**src/rtl/sbox_table_loader_pkg.sv**
```systemverilog
// Shared definitions for the masked S-box table loader: FSM encoding, checksum
// width, default geometry and the checksum accumulate helper.
package sbox_table_loader_pkg;

  localparam int CSUM_W      = 16;
  localparam int DEF_ADDR_W  = 10;
  localparam int DEF_DATA_W  = 8;
  localparam int DEF_DEPTH   = 1024;
  localparam int DEF_RD_LAT  = 2;

  typedef enum logic [2:0] {
    ST_IDLE   = 3'd0,
    ST_LOAD   = 3'd1,
    ST_VERIFY = 3'd2,
    ST_DRAIN  = 3'd3,
    ST_CHECK  = 3'd4,
    ST_DONE   = 3'd5,
    ST_ERROR  = 3'd6
  } state_t;

  // Modular 16-bit additive checksum; callers zero-extend the table word.
  function automatic logic [CSUM_W-1:0] csum_add(input logic [CSUM_W-1:0] acc,
                                                 input logic [CSUM_W-1:0] val);
    return acc + val;
  endfunction

endpackage

```
**src/rtl/sbox_table_loader_if.sv**
```systemverilog
// Byte-stream handshake plus BRAM write/read port bundle between the loader
// (master) and the host stream / table memory (slave).
interface sbox_table_loader_if
  import sbox_table_loader_pkg::*;
#(
  parameter int ADDR_W = DEF_ADDR_W,
  parameter int DATA_W = DEF_DATA_W
);
  logic [DATA_W-1:0] in_data;
  logic              in_valid;
  logic              in_ready;
  logic [ADDR_W-1:0] wr_addr;
  logic [DATA_W-1:0] wr_data;
  logic              wr_en;
  logic [ADDR_W-1:0] rd_addr;
  logic              rd_en;
  logic [DATA_W-1:0] rd_data;

  modport master (
    input  in_data, in_valid, rd_data,
    output in_ready, wr_addr, wr_data, wr_en, rd_addr, rd_en
  );

  modport slave (
    output in_data, in_valid, rd_data,
    input  in_ready, wr_addr, wr_data, wr_en, rd_addr, rd_en
  );
endinterface

```
**src/rtl/sbox_rd_valid_pipe.sv**
```systemverilog
// RD_LAT-deep valid shift register that tracks outstanding BRAM reads; valid_out
// lines up with returning read data, empty_next predicts an idle pipe.
module sbox_rd_valid_pipe #(
  parameter int RD_LAT = 2
) (
  input  logic clk,
  input  logic rst,
  input  logic issue,
  output logic valid_out,
  output logic empty,
  output logic empty_next
);
  logic [RD_LAT-1:0] vld_r;
  logic [RD_LAT-1:0] shifted_s;

  assign shifted_s  = vld_r << 1;
  assign valid_out  = vld_r[RD_LAT-1];
  assign empty      = ~|vld_r;
  assign empty_next = ~issue & ~|shifted_s;

  // Shift in one bit per issued read.
  always_ff @(posedge clk) begin
    if (rst) begin
      vld_r <= {RD_LAT{1'b0}};
    end else begin
      vld_r <= shifted_s | RD_LAT'(issue);
    end
  end
endmodule

```
**src/rtl/sbox_table_loader.sv**
```systemverilog
// Loads the masked S-box table from a byte stream, reads it back to verify a
// checksum, and holds S-box users off the table (busy) while doing so.
module sbox_table_loader
  import sbox_table_loader_pkg::*;
#(
  parameter int ADDR_W = DEF_ADDR_W,
  parameter int DATA_W = DEF_DATA_W,
  parameter int DEPTH  = DEF_DEPTH,
  parameter int RD_LAT = DEF_RD_LAT
) (
  input  logic                clk,
  input  logic                rst,
  input  logic                start,
  sbox_table_loader_if.master bus,
  output logic                busy,
  output logic                done,
  output logic                err,
  output logic [CSUM_W-1:0]   sum
);
  localparam logic [ADDR_W-1:0] LAST_ADDR = ADDR_W'(DEPTH - 1);

  state_t              state_r, state_next_s;
  logic [ADDR_W-1:0]   cnt_r, cnt_next_s;
  logic [CSUM_W-1:0]   wsum_r, wsum_next_s;
  logic [CSUM_W-1:0]   rsum_r, rsum_next_s;
  logic [CSUM_W-1:0]   sum_r, sum_next_s;
  logic                busy_r, busy_next_s;
  logic                done_r, done_next_s;
  logic                err_r, err_next_s;
  logic                in_ready_s, wr_en_s, rd_en_s;
  logic                rd_valid_s, pipe_empty_s, pipe_empty_next_s;

  sbox_rd_valid_pipe #(.RD_LAT(RD_LAT)) u_rd_valid_pipe (
    .clk        (clk),
    .rst        (rst),
    .issue      (rd_en_s),
    .valid_out  (rd_valid_s),
    .empty      (pipe_empty_s),
    .empty_next (pipe_empty_next_s)
  );

  // State and datapath registers.
  always_ff @(posedge clk) begin
    if (rst) begin
      state_r <= ST_IDLE;
      cnt_r   <= {ADDR_W{1'b0}};
      wsum_r  <= {CSUM_W{1'b0}};
      rsum_r  <= {CSUM_W{1'b0}};
      sum_r   <= {CSUM_W{1'b0}};
      busy_r  <= 1'b0;
      done_r  <= 1'b0;
      err_r   <= 1'b0;
    end else begin
      state_r <= state_next_s;
      cnt_r   <= cnt_next_s;
      wsum_r  <= wsum_next_s;
      rsum_r  <= rsum_next_s;
      sum_r   <= sum_next_s;
      busy_r  <= busy_next_s;
      done_r  <= done_next_s;
      err_r   <= err_next_s;
    end
  end

  // Next-state, counter/checksum updates and port strobes.
  always_comb begin
    state_next_s = state_r;
    cnt_next_s   = cnt_r;
    wsum_next_s  = wsum_r;
    sum_next_s   = sum_r;
    busy_next_s  = busy_r;
    done_next_s  = done_r;
    err_next_s   = err_r;
    in_ready_s   = 1'b0;
    wr_en_s      = 1'b0;
    rd_en_s      = 1'b0;
    if (rd_valid_s) begin
      rsum_next_s = csum_add(rsum_r, CSUM_W'(bus.rd_data));
    end else begin
      rsum_next_s = rsum_r;
    end

    case (state_r)
      ST_IDLE, ST_DONE, ST_ERROR: begin
        if (start) begin
          state_next_s = ST_LOAD;
          cnt_next_s   = {ADDR_W{1'b0}};
          wsum_next_s  = {CSUM_W{1'b0}};
          rsum_next_s  = {CSUM_W{1'b0}};
          busy_next_s  = 1'b1;
          done_next_s  = 1'b0;
          err_next_s   = 1'b0;
        end else begin
          state_next_s = state_r;
        end
      end
      ST_LOAD: begin
        in_ready_s = 1'b1;
        if (bus.in_valid) begin
          wr_en_s     = 1'b1;
          wsum_next_s = csum_add(wsum_r, CSUM_W'(bus.in_data));
          if (cnt_r == LAST_ADDR) begin
            cnt_next_s   = {ADDR_W{1'b0}};
            state_next_s = ST_VERIFY;
          end else begin
            cnt_next_s = cnt_r + ADDR_W'(1);
          end
        end else begin
          cnt_next_s = cnt_r;
        end
      end
      ST_VERIFY: begin
        rd_en_s = 1'b1;
        // Counter holds at the last address instead of wrapping.
        if (cnt_r == LAST_ADDR) begin
          state_next_s = ST_DRAIN;
        end else begin
          cnt_next_s = cnt_r + ADDR_W'(1);
        end
      end
      ST_DRAIN: begin
        if (pipe_empty_next_s) begin
          state_next_s = ST_CHECK;
        end else begin
          state_next_s = ST_DRAIN;
        end
      end
      ST_CHECK: begin
        sum_next_s  = wsum_r;
        busy_next_s = 1'b0;
        if ((rsum_r == wsum_r) && pipe_empty_s) begin
          done_next_s  = 1'b1;
          state_next_s = ST_DONE;
        end else begin
          err_next_s   = 1'b1;
          state_next_s = ST_ERROR;
        end
      end
      default: begin
        state_next_s = ST_IDLE;
      end
    endcase
  end

  assign bus.in_ready = in_ready_s;
  assign bus.wr_en    = wr_en_s;
  assign bus.wr_addr  = wr_en_s ? cnt_r : {ADDR_W{1'b0}};
  assign bus.wr_data  = wr_en_s ? bus.in_data : {DATA_W{1'b0}};
  assign bus.rd_en    = rd_en_s;
  assign bus.rd_addr  = rd_en_s ? cnt_r : {ADDR_W{1'b0}};
  assign busy         = busy_r;
  assign done         = done_r;
  assign err          = err_r;
  assign sum          = sum_r;
endmodule

```
**src/flat_wrapper.sv**
```systemverilog
// flat-port wrapper written by rule: the top's interface ports become plain ports
module sbox_table_loader_flat import sbox_table_loader_pkg::*;
#(
  parameter int ADDR_W = DEF_ADDR_W,
  parameter int DATA_W = DEF_DATA_W,
  parameter int DEPTH  = DEF_DEPTH,
  parameter int RD_LAT = DEF_RD_LAT
)
  (clk, rst, start, busy, done, err, sum, bus_in_data, bus_in_valid, bus_rd_data, bus_in_ready, bus_wr_addr, bus_wr_data, bus_wr_en, bus_rd_addr, bus_rd_en);
  sbox_table_loader_if #(.ADDR_W(ADDR_W), .DATA_W(DATA_W)) bus_i ();
  input  logic clk;
  input  logic rst;
  input  logic start;
  output logic busy;
  output logic done;
  output logic err;
  output logic [CSUM_W-1:0] sum;
  input wire logic [$bits(bus_i.in_data)-1:0] bus_in_data;
  input wire logic [$bits(bus_i.in_valid)-1:0] bus_in_valid;
  input wire logic [$bits(bus_i.rd_data)-1:0] bus_rd_data;
  output wire logic [$bits(bus_i.in_ready)-1:0] bus_in_ready;
  output wire logic [$bits(bus_i.wr_addr)-1:0] bus_wr_addr;
  output wire logic [$bits(bus_i.wr_data)-1:0] bus_wr_data;
  output wire logic [$bits(bus_i.wr_en)-1:0] bus_wr_en;
  output wire logic [$bits(bus_i.rd_addr)-1:0] bus_rd_addr;
  output wire logic [$bits(bus_i.rd_en)-1:0] bus_rd_en;
  assign bus_i.in_data = bus_in_data;
  assign bus_i.in_valid = bus_in_valid;
  assign bus_i.rd_data = bus_rd_data;
  assign bus_in_ready = bus_i.in_ready;
  assign bus_wr_addr = bus_i.wr_addr;
  assign bus_wr_data = bus_i.wr_data;
  assign bus_wr_en = bus_i.wr_en;
  assign bus_rd_addr = bus_i.rd_addr;
  assign bus_rd_en = bus_i.rd_en;
  sbox_table_loader #(.ADDR_W(ADDR_W), .DATA_W(DATA_W), .DEPTH(DEPTH), .RD_LAT(RD_LAT)) u_core (.clk(clk), .rst(rst), .start(start), .bus(bus_i), .busy(busy), .done(done), .err(err), .sum(sum));
endmodule
```
**config.mk**
```make
export PLATFORM = sky130hd
export DESIGN_NAME = sbox_table_loader_flat
export DESIGN_NICKNAME = d
export VERILOG_FILES = /design/src/rtl/sbox_table_loader_pkg.sv /design/src/rtl/sbox_table_loader_if.sv /design/src/rtl/sbox_rd_valid_pipe.sv /design/src/rtl/sbox_table_loader.sv /design/src/flat_wrapper.sv
export SDC_FILE = /design/constraint.sdc
export NUM_CORES = 1
export LEC_CHECK = 0
export BUFFER_PORTS_ARGS = -buffer_cell sky130_fd_sc_hd__buf_2
export CAP_MARGIN = 10
export CORE_MARGIN = 10
export CORE_UTILIZATION = 56
export DETAILED_ROUTE_END_ITERATION = 10
export GPL_TIMING_DRIVEN = 1
export HOLD_SLACK_MARGIN = 0.1
export PLACE_DENSITY = 0.86
export SLEW_MARGIN = 20
export SYNTH_ARGS = -nofsm -noshare
export SYNTH_HDL_FRONTEND = slang
export SYNTH_SLANG_ARGS = --single-unit
```
**constraint.sdc**
```tcl
create_clock -name clk -period 2.75 [get_ports clk]
set_clock_uncertainty 0.1 [all_clocks]
set_input_delay 0.4125 -clock clk [delete_from_list [all_inputs] [get_ports clk]]
set_output_delay 0.4125 -clock clk [all_outputs]
set_load 0.02 [all_outputs]
```
# Word-level counts from Yosys, hierarchy flattened
# Index checks and enable logic that the tools add are counted.
# classes
muxes	32
bitwise	3
n_reduce_logical	15
n_addsub	3
eq_ne	15
# op_table
cell	count
2-to-1 mux 16 bit	5
2-to-1 mux 10 bit	6
adder 16 x 8 -> 16 bit	2
case mux 16 bit (2 select lines)	1
case mux 10 bit (3 select lines)	1
== test 16 bit	1
2-to-1 mux 3 bit	5
case mux 3 bit (5 select lines)	1
adder 10 x 1 -> 10 bit, second input constant	1
== test 10 bit, second input constant	1
== test 3 bit, second input constant	3
AND reduction 3 bit	3
2-to-1 mux 1 bit	8
2-to-1 mux 8 bit	1
!= test 2 bit, second input constant	4
AND reduction 4 bit	2
== test 3 x 2 -> 1 bit, second input constant	2
!= test 2 x 1 -> 1 bit, second input constant	3
case mux 1 bit (2 select lines)	3
nonzero test 2 bit	2
== test 3 x 1 -> 1 bit, second input constant	1
zero test 3 bit	1
nonzero test 3 bit	1
OR reduction 3 bit	1
other kinds (8)	9
# word_totals
out_inout_bits	50
ff_bits	66
inputBits	20
wordCells	77

# Logic depth before layout (Yosys ltp)
# logic_depth
ltp_word	6
ltp_mapped	8
depth_no_buf	8

# Modules after synthesis
# Synthesis repeated with hierarchy kept, for this count alone.
# hier_totals
cells_unflattened	487
area_unflattened_um2	3910.0
# modules_own_cells
mod	n_inst	area_each_um2	seq_area_each_um2	cells_per_inst
sbox_table_loader	1	3847.4	1281.2	481
sbox_rd_valid_pipe	1	62.6	40.0	6

# Worst setup path after synthesis
# No wires, ideal clock.
# synth_timing
path_kind	input to register
startpoint	input bus_rd_data[0]
endpoint	register u_core.rsum_r[10]
path_slack_ns	0.600
t_arrival_ns	1.933
required_ns	2.533
setup_ns	0.117
stages	8
path_buffers	0
cell_sequence	ha_1 -> fa_1 -> a211oi_1 -> o21ai_0 -> a31o_2 -> nand4_1 -> xor2_1 -> nor2_1
# synth_via
elab_chain_cells	4
# synth_lines
element	line_no	rtl
start: declaration	flat_wrapper.sv:20	input wire logic [$bits(bus_i.rd_data)-1:0] bus_rd_data;
adder 16 x 8 -> 16 bit (*)	sbox_table_loader_pkg.sv:24	return acc + val;
2-to-1 mux 16 bit (*)	sbox_table_loader.sv:77	if (rd_valid_s) begin
2-to-1 mux 16 bit	sbox_table_loader.sv:85	if (start) begin
2-to-1 mux 16 bit (*)	sbox_table_loader.sv:83	case (state_r)
end signal: assignment	sbox_table_loader.sv:48	rsum_r <= {CSUM_W{1'b0}};
end signal: assignment	sbox_table_loader.sv:57	rsum_r <= rsum_next_s;
end: declaration	sbox_table_loader.sv:25	logic [CSUM_W-1:0] rsum_r, rsum_next_s;
# Mark *: on every way between the ends. The rest lies on a longest branch, timed or not.
# A chain may end at the register's enable or synchronous reset.

# Final worst setup path
# layout_timing
startpoint	register u_core.state_r[1]
endpoint	output bus_rd_addr[3]
# layout_via
elab_chain_cells	3
# layout_lines
element	line_no	rtl
start: declaration	sbox_table_loader.sv:22	state_t state_r, state_next_s;
start signal: assignment	sbox_table_loader.sv:54	state_r <= state_next_s;
== test 3 x 2 -> 1 bit	sbox_table_loader.sv:83	
2-to-1 mux 1 bit	sbox_table_loader.sv:83	
2-to-1 mux 10 bit	sbox_table_loader.sv:150	assign bus.rd_addr = rd_en_s ? cnt_r : {ADDR_W{1'b0}};
end: declaration	flat_wrapper.sv:25	output wire logic [$bits(bus_i.rd_addr)-1:0] bus_rd_addr;
# Every way passes these cells.

==> summary.md <==
| Metric | Value |
|---|---|
| Outcome | finished, final reports clean |
| Antenna-violating nets left | 0 |
| F_max | about 0.4 GHz |
| Crit start category | register |
| Post-synth design cell area | around 3800 um^2 |
| Routed WL per cell | approximately 16 um |
| Synth Register Bits | 66 |
| Area grow syn2layout | 16.0% |
| Iteration-0 DRC Markers | a little over 300 |
| Pleak | 2.00 nW |
| Largest net degree at the start of global routing | 23 |
| Worst Hold Class | input pin to register |
| Syn avg cell area | around 8 um^2 |
| Syn_nets | approximately 520 |
| FFs w/ async S/R, synth | 0 |
| Period Utilization, post-route | 0.909 |
| Final setup viols | 0 |
| Switch share | 0.361 |
| Min cycle time layout | about 2.5 ns |
| Internal power | around 0.0018 W |
| Max_cap viols | 0 |
| Final Util | 0.662 |
| Die Width | approximately 100 um |
| Worst Tran Pin Value | about 0.63 ns |
| Number of buffers created by CTS | 9 |
| First drt pass iteration count | 4 |
| Rows | 30 |
| Vias per inst | 5.73 |
| Critical Path AT | slightly below 2 ns |
| Grt ovf | 0 |
| DRC viols | 0 |
| EDFF count, synth | 0 |
| Worst reg2reg path endpoint | u_core.wsum_r[15] |
| CTS sink cnt | 66 |
| Clk pwr share | 0.298 |
| Critical Path Sink Type | output pin |
| CTS tree | built |
| Share of layout cells above drive strength 1 | 0.195 |
| PwrDens | roughly 630 nW/um^2 |
| Buf/Inv on CP | 1 |
| FF-to-FF setup slack | about 0.30 ns |
| DIE AREA | about 11,000 um^2 |
| First-pass GRT wire length | between 15 and 20 mm |
| Nets@finish | 582 |
| Htree depth | 3 |
| Hold path depth | 2 |
| Core Area | roughly 6700 um^2 |
| Part of the power in registers | 0.392 |
| Setup repair after global routing missed its margin | false |
| Vias | approximately 3,600 |
| Logic pwr share | 0.310 |
| Max Root-Sink Buffers | 2 |
| Detailed Route WL | around 10 mm |
| Cell class contributing the biggest share of worst-path delay | simple AND/OR/NAND/NOR gates |
| Root Driver | clkbuf_8 |
| Hpwl dp | approximately 7.4 mm |
| Min-Delay Endpoint | u_core.wsum_r[7] |
| Setup total negative slack | 0 ns |
| Max Slew Vio Count | 0 |
| Crit path max fanout | 16 |
| Cts hold-fix bufs | 0 |
| Highest-delay cell along the critical path | dfxtp_1 |
| Layout filler cell count | approximately 560 |
| Die Y | just over 100 um |
| Gr usage total | 0.194 |
| Register-to-Register Path Depth | 6 |
| Gate Count Post-Synth | around 480 |
| RD Place Congestion | 0.939 |
| Slew HR | 0.580 |
| ANT cells | 0 |
| Vias in the first global route | roughly 3,500 |
| RR Startpoint | u_core.state_r[2] |
| Yosys cell types | 52 |
| CP Cell Sequence | nand2b_1 -> nor2_2 -> and2_1 -> buf_2 |
| Clock latency on the worst-skew pair | 0.36 ns |
| Initial Utilization | 0.571 |
| Main flop type after synthesis | dfxtp_1 |
| Switch Pwr | approximately 0.001 W |
| Initial antenna violation count | 0 |
| Critical Path RT | about 2.2 ns |
| Hold_sp | rst |
| Top Ports | 70 |
| Crit Path Category | register to output pin |
| Yosys warns | 0 |
| Post-synthesis sequential area ratio | 0.345 |
| CTS clk-pin slew, worst paths | ~0.07 ns |
| Number of buffers added on ports | slightly below 70 |
| Final count of hold timing violations | 0 |
| Peak supply drop | roughly 0.37 mV |
| Max incr delay on CP | around 0.62 ns |
==> placed cells by master, fill, tap and decap left out, types with 10 or more instances in the layout <==
cell type	netlist	routed
nor2_1	66	65
and2_1	30	30
nor3_1	14	14
o21ai_0	12	12
dfxtp_1	66	66
clkbuf_8	0	10
buf_2	6	69
xnor2_1	19	19
nand2_1	53	53
xor2_1	25	25
ha_1	17	17
a21oi_1	43	42
==> cell usage after synthesis, drive strengths merged (2+ instances only) <==
cell     count  share of area
nor2        67          0.066
dfxtp       66           0.34
nand2       53          0.052
a21oi       44          0.058
and2        31          0.051
xor2        25          0.057
xnor2       19          0.043
ha          17          0.055
clkbuf      15          0.015
nor3        14          0.018
o21ai       12          0.016
nand3        9          0.012
nand4        9          0.015
inv          8         0.0078
mux2i        8          0.021
a21o         7          0.014
buf          7          0.011
nand2b       7          0.011
nor2b        7          0.011
or3          6         0.0098
and3         4         0.0065
o21a         4         0.0098
a211oi       3         0.0059
mux2         3         0.0088
nor4         3         0.0049
o22ai        3         0.0065
a22oi        2         0.0039
a32oi        2         0.0046
and4         2         0.0046
fa           2          0.010
nand4b       2         0.0046
o21bai       2         0.0039
o2bb2ai      2         0.0046
o31ai        2         0.0052
==> sequential cells by signal, indices dropped and copies added, names as in the netlist, 2 cells and up <==
signal and count:
u_core.state_r 3, u_core.wsum_r 16, u_core.u_rd_valid_pipe.vld_r 2, u_core.sum 16
u_core.cnt_r 10, u_core.rsum_r 16
==> routing by layer <==
layer,wire (um),share of wire,GRT usage,up-vias
li1,-,-,-,1772
met1,4280,0.43,0.232,1683
met2,4850,0.49,0.324,116
met3,599,0.060,0.0483,28
met4,261,0.026,0.0824,0
met5,0,0,0,-
==> what timing repair did <==
action	in CTS	in global routing
setup endpoints to repair	0	28
setup buffers	0	0
gates resized for setup	0	2
==> power by group through the flow <==
stage	combinational, W	sequential, W	clock (W)
5_1_grt	0.000962	0.00110	0.000878
2_1_floorplan	0.000659	0.00108	0
4_1_cts	0.000853	0.00109	0.000843
3_5_place_dp	0.000843	0.00111	0
3_3_place_gp	0.000813	0.00111	0
6_report	0.000863	0.00109	0.000830
==> cell families (layout without fill, tap and decap cells) <==
family                     Yosys count  after routing  synth area share
AOI/OAI and AO/OA                   90             90             0.149
xor gates and xnor gates            44             44             0.100
adders and majority gates           19             19            0.0659
buffers and inverters               30            100            0.0333
DFF                                 66             66             0.345
muxes                               11             11            0.0297
and+or+nand+nor                    218            218             0.277
==> worst register-to-register path: stages (launching register included) <==
cell and delay (ns):
dfxtp_1 0.72, mux2i_1 0.26, o211ai_2 0.32, nand3_1 0.18, nor2_1 0.17, and3_1 0.23, mux2_2 0.36
==> worst max path at each step <==
stage,from,end,slack (ns),depth (start not counted)
floorplan,bus_rd_data[0],u_core.rsum_r[10],0.60,8
global placement,bus_rd_data[0],u_core.rsum_r[10],0.40,9
detailed placement,bus_rd_data[0],u_core.rsum_r[10],0.30,9
CTS,u_core.state_r[2],bus_wr_data[5],0.10,4
global route,u_core.state_r[1],bus_rd_addr[8],0.1,4
finish,u_core.state_r[1],bus_rd_addr[3],0.25,4
==> layout make-up <==
class,instances,area [um^2],area share
Multi-Input combinational cell,382,2390,0.538
Tap cell,80,100,0.0225
Inverter,8,30.0,0.00675
Clock inverter,6,66.3,0.0149
Timing Repair Buffer,76,398,0.0895
Clock buffer,10,138,0.0310
Sequential cell,66,1320,0.297
==> metrics by stage <==
step	area [um^2]	total power (W)	hold WS, ns	setup slack (ns)	cells
2_1_floorplan	3830	0.00174	0.369	0.600	478
3_3_place_gp	4240	0.00192	0.341	0.398	612
3_5_place_dp	4240	0.00195	0.343	0.300	612
4_1_cts	4440	0.00278	0.306	0.105	628
5_1_grt	4450	0.00294	0.311	0.0950	628
6_report	4450	0.00278	0.318	0.250	628
Note: power is estimated with default switching activity, not from simulation.
